--- src/rtl/fifo_port_arbiter.sv ---
// Purpose: shares one list-control FIFO between clients A and B, one op per cycle, round-robin.
// Latency: grants are combinational; dequeue responses appear one cycle after the grant.
// Backpressure: a request waits (no grant) while its op is not serviceable or a flush is running.
module fifo_port_arbiter #(
    parameter int DW    = 4,
    parameter int CNT_W = 4
) (
    input  logic             clk,
    input  logic             rst,
    input  logic             i_a_req,
    input  logic             i_a_op,
    input  logic [DW-1:0]    i_a_wdata,
    output logic             o_a_gnt,
    input  logic             i_b_req,
    input  logic             i_b_op,
    input  logic [DW-1:0]    i_b_wdata,
    output logic             o_b_gnt,
    output logic             o_rsp_valid,
    output logic             o_rsp_id,
    output logic [DW-1:0]    o_rsp_data,
    input  logic             i_flush_req,
    output logic             o_busy,
    output logic [CNT_W-1:0] o_occ,
    output logic             o_fifo_enq,
    output logic             o_fifo_deq,
    output logic [DW-1:0]    o_fifo_in,
    input  logic [DW-1:0]    i_fifo_out,
    input  logic             i_fifo_full,
    input  logic             i_fifo_empty
);

    typedef enum logic {
        ST_RUN   = 1'b0,
        ST_FLUSH = 1'b1
    } state_t;

    localparam logic [CNT_W-1:0] OCC_MAX = CNT_W'(8);

    state_t           r_state;
    state_t           w_state_nxt;
    logic             r_last_gnt;     // 0 = A granted last, 1 = B granted last
    logic [CNT_W-1:0] r_occ;
    logic             r_rsp_valid;
    logic             r_rsp_id;

    logic             w_elig_a;
    logic             w_elig_b;
    logic             w_gnt_a;
    logic             w_gnt_b;
    logic             w_enq;
    logic             w_deq;
    logic             w_rsp_set;
    logic [DW-1:0]    w_fifo_in;

    // A client is eligible only when the FIFO can actually service its op this cycle.
    assign w_elig_a = i_a_req & (i_a_op ? ~i_fifo_empty : ~i_fifo_full);
    assign w_elig_b = i_b_req & (i_b_op ? ~i_fifo_empty : ~i_fifo_full);

    // Next state, arbitration and FIFO strobes; everything is held off while reset is asserted.
    always_comb begin
        w_state_nxt = r_state;
        w_gnt_a     = 1'b0;
        w_gnt_b     = 1'b0;
        w_enq       = 1'b0;
        w_deq       = 1'b0;
        w_rsp_set   = 1'b0;
        w_fifo_in   = '0;
        if (!rst) begin
            if (r_state == ST_RUN) begin
                if (i_flush_req) begin
                    w_state_nxt = ST_FLUSH;
                end else begin
                    // On a tie the client that did not win last time goes first.
                    if (w_elig_a && (!w_elig_b || r_last_gnt)) begin
                        w_gnt_a = 1'b1;
                    end else if (w_elig_b) begin
                        w_gnt_b = 1'b1;
                    end
                    if (w_gnt_a) begin
                        w_enq     = ~i_a_op;
                        w_deq     = i_a_op;
                        w_fifo_in = i_a_wdata;
                    end else if (w_gnt_b) begin
                        w_enq     = ~i_b_op;
                        w_deq     = i_b_op;
                        w_fifo_in = i_b_wdata;
                    end
                    w_rsp_set = w_deq;
                end
            end else begin
                // Drain without responses; leave once the FIFO reports empty.
                w_deq = ~i_fifo_empty;
                if (i_fifo_empty) begin
                    w_state_nxt = ST_RUN;
                end
            end
        end
    end

    // State register, round-robin pointer and response pipeline stage.
    always_ff @(posedge clk) begin
        if (rst) begin
            r_state     <= ST_RUN;
            r_last_gnt  <= 1'b1;
            r_rsp_valid <= 1'b0;
            r_rsp_id    <= 1'b0;
        end else begin
            r_state     <= w_state_nxt;
            r_rsp_valid <= w_rsp_set;
            r_rsp_id    <= w_gnt_b;
            if (w_gnt_a) begin
                r_last_gnt <= 1'b0;
            end else if (w_gnt_b) begin
                r_last_gnt <= 1'b1;
            end
        end
    end

    // Occupancy bookkeeping, saturating at empty and full.
    always_ff @(posedge clk) begin
        if (rst) begin
            r_occ <= '0;
        end else if (w_enq && (r_occ != OCC_MAX)) begin
            r_occ <= r_occ + 1'b1;
        end else if (w_deq && (r_occ != '0)) begin
            r_occ <= r_occ - 1'b1;
        end
    end

    assign o_a_gnt     = w_gnt_a;
    assign o_b_gnt     = w_gnt_b;
    assign o_fifo_enq  = w_enq;
    assign o_fifo_deq  = w_deq;
    assign o_fifo_in   = w_fifo_in;
    assign o_rsp_valid = r_rsp_valid;
    assign o_rsp_id    = r_rsp_id;
    assign o_rsp_data  = i_fifo_out;
    assign o_busy      = (r_state == ST_FLUSH);
    assign o_occ       = r_occ;

endmodule

--- config.mk ---
export PLATFORM = sky130hd
export DESIGN_NAME = fifo_port_arbiter
export DESIGN_NICKNAME = d
export VERILOG_FILES = /design/src/rtl/fifo_port_arbiter.sv
export SDC_FILE = /design/constraint.sdc
export NUM_CORES = 1
export LEC_CHECK = 0
export ABC_AREA = 1
export CORE_UTILIZATION = 32
export DETAILED_ROUTE_END_ITERATION = 10
export PLACE_DENSITY = 0.74
export SYNTH_ARGS = -nofsm -noshare
export SYNTH_HDL_FRONTEND = slang
export SYNTH_SLANG_ARGS = --single-unit
--- constraint.sdc ---
create_clock -name clk -period 2.1 [get_ports clk]
set_clock_uncertainty 0.15 [all_clocks]
set_input_delay 0.21 -clock clk [delete_from_list [all_inputs] [get_ports clk]]
set_output_delay 0.21 -clock clk [all_outputs]
set_load 0.05 [all_outputs]
Yosys cells after proc, flatten, opt, wreduce, memory -nomap -nowiden
Index checks and enable logic that the tools add are counted.
{"block": "word_totals", "reg_bits": 8, "latch_bits": 0, "ramBits": 0, "rom_bits": 0, "input_bits": 21, "out_inout_bits": 19, "mem_count": 0}
{"block": "classes", "addsub": 2, "mul": 0, "div_mod_pow": 0, "magnitude_cmp": 0, "n_eq_ne": 1, "n_shift": 0, "n_mux": 39, "bitwise": 6, "n_reduce_logical": 9}
{"operator": "$mux 1", "count": 32}
{"operator": "$mux 4", "count": 7}
{"operator": "$add 4x1->4 const B", "count": 1}
{"operator": "$ne 4x4->1 const B", "count": 1}
{"operator": "$not 1->1", "count": 4}
{"operator": "$reduce_bool 2->1", "count": 2}
{"operator": "$reduce_bool 4->1", "count": 1}
{"operator": "$sub 4x1->4 const B", "count": 1}
{"operator": "$logic_and 1x1->1", "count": 3}
{"operator": "$and 1x1->1", "count": 2}
{"operator": "$reduce_or 2->1", "count": 1}
{"operator": "$logic_not 1->1", "count": 1}
{"operator": "$logic_or 1x1->1", "count": 1}

Longest topological paths before layout
{"block": "depth", "depth_word": 18, "depth_mapped": 18, "depth_no_buf": 18}

Worst setup path before layout
OpenSTA, ideal clock, no wires.
{"block": "synth_timing", "path_type": "register -> register", "from": "reg r_state, in the netlist o_busy", "to": "reg r_occ[3], in the netlist o_occ[3]", "arrival_time_ps": 2292, "path_slack_ps": -459, "stages_incl_launch_ff": 18, "cell_sequence": "dfxtp_1 inv_1 nand3_4 inv_1 nand4_1 nand2_4 nand2_4 ha_1 nand2_1 nand2_1 a31oi_1 inv_1 nand2_2 nand2_1 inv_2 nand3_1 nand2_1 nor2_2"}
{"block": "synth_via", "elab_chain_len": 4, "word_cells_on_any_way": 8, "cone_classes": "5 x mux; 3 x reduce/logical"}
{"element": "start: declaration", "line_no": "39", "text": "state_t r_state;"}
{"element": "start signal: assignment", "line_no": "108", "text": "r_state <= w_state_nxt;"}
{"element": "$mux 1 *", "line_no": "69", "text": "if (r_state == ST_RUN) begin"}
{"element": "$mux 1 *", "line_no": "68", "text": "if (!rst) begin"}
{"element": "net o_fifo_enq", "line_no": "24", "text": "output logic o_fifo_enq,"}
{"element": "$logic_and 1x1->1 *", "line_no": "123", "text": "end else if (w_enq && (r_occ != OCC_MAX)) begin"}
{"element": "$mux 4 or $reduce_bool 2->1 (tied branches)"}
{"element": "end signal: assignment", "line_no": "124", "text": "r_occ <= r_occ + 1'b1;"}
{"element": "end signal: assignment", "line_no": "126", "text": "r_occ <= r_occ - 1'b1;"}
{"element": "end: declaration", "line_no": "42", "text": "logic [CNT_W-1:0] r_occ;"}
The timed path passes the listed nets; every way through them passes the cells marked *.
A chain may end at the register's enable or synchronous reset.

Worst setup path in the final report
{"block": "layout_timing", "from": "reg r_state, in the netlist o_busy", "to": "reg r_occ[3], in the netlist o_occ[3]"}
{"block": "layout_via", "elab_chain_len": 4, "word_cells_on_any_way": 8, "cone_classes": "5 x mux; 3 x reduce/logical"}
{"element": "$mux 1", "line_no": "69"}
{"element": "$mux 1", "line_no": "68"}
{"element": "$logic_and 1x1->1 (on tied branches)", "line_no": "123, 125"}
{"element": "$mux 4 or $reduce_bool 2->1 (tied branches)"}
Several ways; a longest one is shown, not always the timed one.

==> out/metrics.yaml <==
grt_antenna_before_repair: 0
critPathLaunchType: "register"
worstSetupEndpointType: "register"
cts_tree: "built"
clk-insertion-delay-late_ps: 270
fin_area_sq_um: 1250
outcome: "finished clean"
arrival_ps: 2070
grt_max_degree: 8
rsz0062_at_grt: "true"
crit_path_cell_trace: "inv_2 > nand3_4 > inv_2 > nand4_1 > nand2_4 > nand2_4 > ha_4 > nand2_2 > nand2_1 > a31oi_1 > inv_1 > nand2_2 > nand2_2 > inv_2 > nand3_2 > nand2_2 > nor2_2"
avgRoutedWirePerCell_um: 11.9
drt-pass1-iter-count: 2
die_y_um: 46.7
dpl_cell_area_sq_um: 1150
pre_cts_ws_ps: -559
start_util_pct: 35.5
core_sq_um: 1800
drcViolationCount: 0
viasPerCell: 4.85
htree_levels: 1
hold_path_class: "input pin to register"
synth_edf_count: 0
routed_wl_mm: 1.87
required_ps: 2110
ys_warn_count: 0
placementRows: 15
final_cell_mix: "buf_4 (19), clkdlybuf4s50_1 (15), inv_1 (8), buf_12 (8)"
final_util_pct: 69.7
mostFrequentLayoutCell: "buf_4"
hpwlAfterDp_mm: 1.47
fin_ws_ps: 41.3
area_growth_pct: 96.3
io_pins: 40
cts_hold_buf: 0
power.total_uw: 566
relSlewSlack_pct: 66.4
clock-sinks: 8
period_needed_ps: 2060
die-area_sq_um: 2180
vias: 762
maxSlewViolCount: 0
cp_max_fo: 3
final-setup-viol-count: 0
ir_worst_vdd_mv: 0.400
grtUsageTotal_pct: 19.6
synth_cell_types: 26
dr.first_iter.drc_count: 6
synth_ff_type: "dfxtp_1"
ys_async_sr_fraction_pct: 0
period_share_pct: 98.0
cts_buffers: 3
synth_nets: 107
crit_type: "register to register"
gp_congestion: 0.773
die_width_um: 46.7
synth_area_per_cell_sq_um: 7.70
antenna_cells: 0
nets: 158
worst_path_max_delay_cell: "dfxtp_2"
ys_seq_area_share_pct: 25.0
cts.path.max_buffers: 2
tightest_slew_ps: 503
io_buffers: 31
leakage_uw: 0.000585
hold_viol: 0
grt_overflow: 0
cp_common_cell: "nand2_2"
synth_area_sq_um: 639
grt_pass1_wl_mm: 2.97
synthCells: 83
drive_above_1_share_pct: 49.2
root_buffer: "clkbuf_4"
ant_nets: 0
power_density_nw_per_um2: 451
grt_pass1_vias: 738
cap_violations: 0
fmax_mhz: 486
whs_ps: 186
synth-seq-cells: 8
critPathMaxStageDelay_ps: 320
clk_pin_slew_ps: 60
-- cell type report --
type,instances,area [sq um]
timing repair buffer,50,524
inverter,16,63.8
tap,25,31.3
fill,151,547
multi-input combinational,55,452
sequential,8,161
clock buffer,3,22.5
-- per-layer routing --
| metal | global-route usage [%] | vias up | wire length [um] |
|---|---|---|---|
| met1 | 18.1 | 357 | 692 |
| li1 | - | 368 | - |
| met3 | 5.10 | 5 | 166 |
| met2 | 36.9 | 32 | 957 |
| met5 | 0 | - | 0 |
| met4 | 13.1 | 0 | 50 |
-- critical path: cells and delay by family, from the launching register on --
family                   cells  cell delay, ps
adder cells (fa/ha/maj)      1             230
flip-flops                   1             320
AO/OA/AOI/OAI                1             200
AND/OR/NAND/NOR             11             780
buffers and inverters        4             270
-- Yosys cell counts (2+ instances only) --
library cell	number	area [sq um]
nand2_4	5	56.3
nor2_1	4	15.0
ha_1	2	25.0
inv_2	2	7.51
nand2_1	9	33.8
a21oi_1	4	20.0
nand3_2	2	20.0
nand2_2	3	18.8
nor2_2	3	18.8
a22o_1	4	35.0
buf_4	4	30.0
dfxtp_1	8	160
o21ai_1	3	15.0
nand3_1	7	35.0
inv_1	12	45.0
-- power by group --
| part | internal, uW | switching, uW |
|---|---|---|
| Sequential | 162 | 8.01 |
| Combinational | 123 | 146 |
| Clock | 66.0 | 61.1 |
| Total | 351 | 215 |
-- through the flow --
step | std cells | setup TNS [ps]
after detailed placement | 150 | -1180
after global placement | 150 | -957
after CTS | 157 | 0
after floorplan | 83 | -273
final | 157 | 0
after global routing | 157 | -146
-- cells by family after synthesis --
kind of cell / count (synthesis) / synth area share [%]
XOR/XNOR: 1 / 1.37
flip-flops: 8 / 25.0
AO/OA/AOI/OAI: 14 / 14.3
buffers and inverters: 20 / 14.5
adder cells (fa/ha/maj): 3 / 7.04
AND/OR/NAND/NOR: 37 / 37.8
-- worst paths after layout --
kind / from / endpoint / slack [ps] / cells past startpoint
min: rst / o_busy / 190 / 2
min reg2reg: o_busy / o_busy / 390 / 2
max: o_busy / o_occ[3] / 40 / 17
max reg2reg: o_busy / o_occ[3] / 40 / 17
-- state kept, by name (all words and copies together) (netlist names) --
signal	flops
o_busy	1
o_occ	4
o_rsp_id	1
o_rsp_valid	1
r_last_gnt	1
-- what timing repair did --
| item | 4_1_cts | 5_1_grt |
|---|---|---|
| setup buffers | 4 | 0 |
| gates resized for setup | 14 | 13 |
| endpoints found under the setup margin | 7 | 6 |
| hold endpoints to repair | 0 | 0 |
| pin swaps | 11 | 11 |
(Power assumes the default switching activity.)
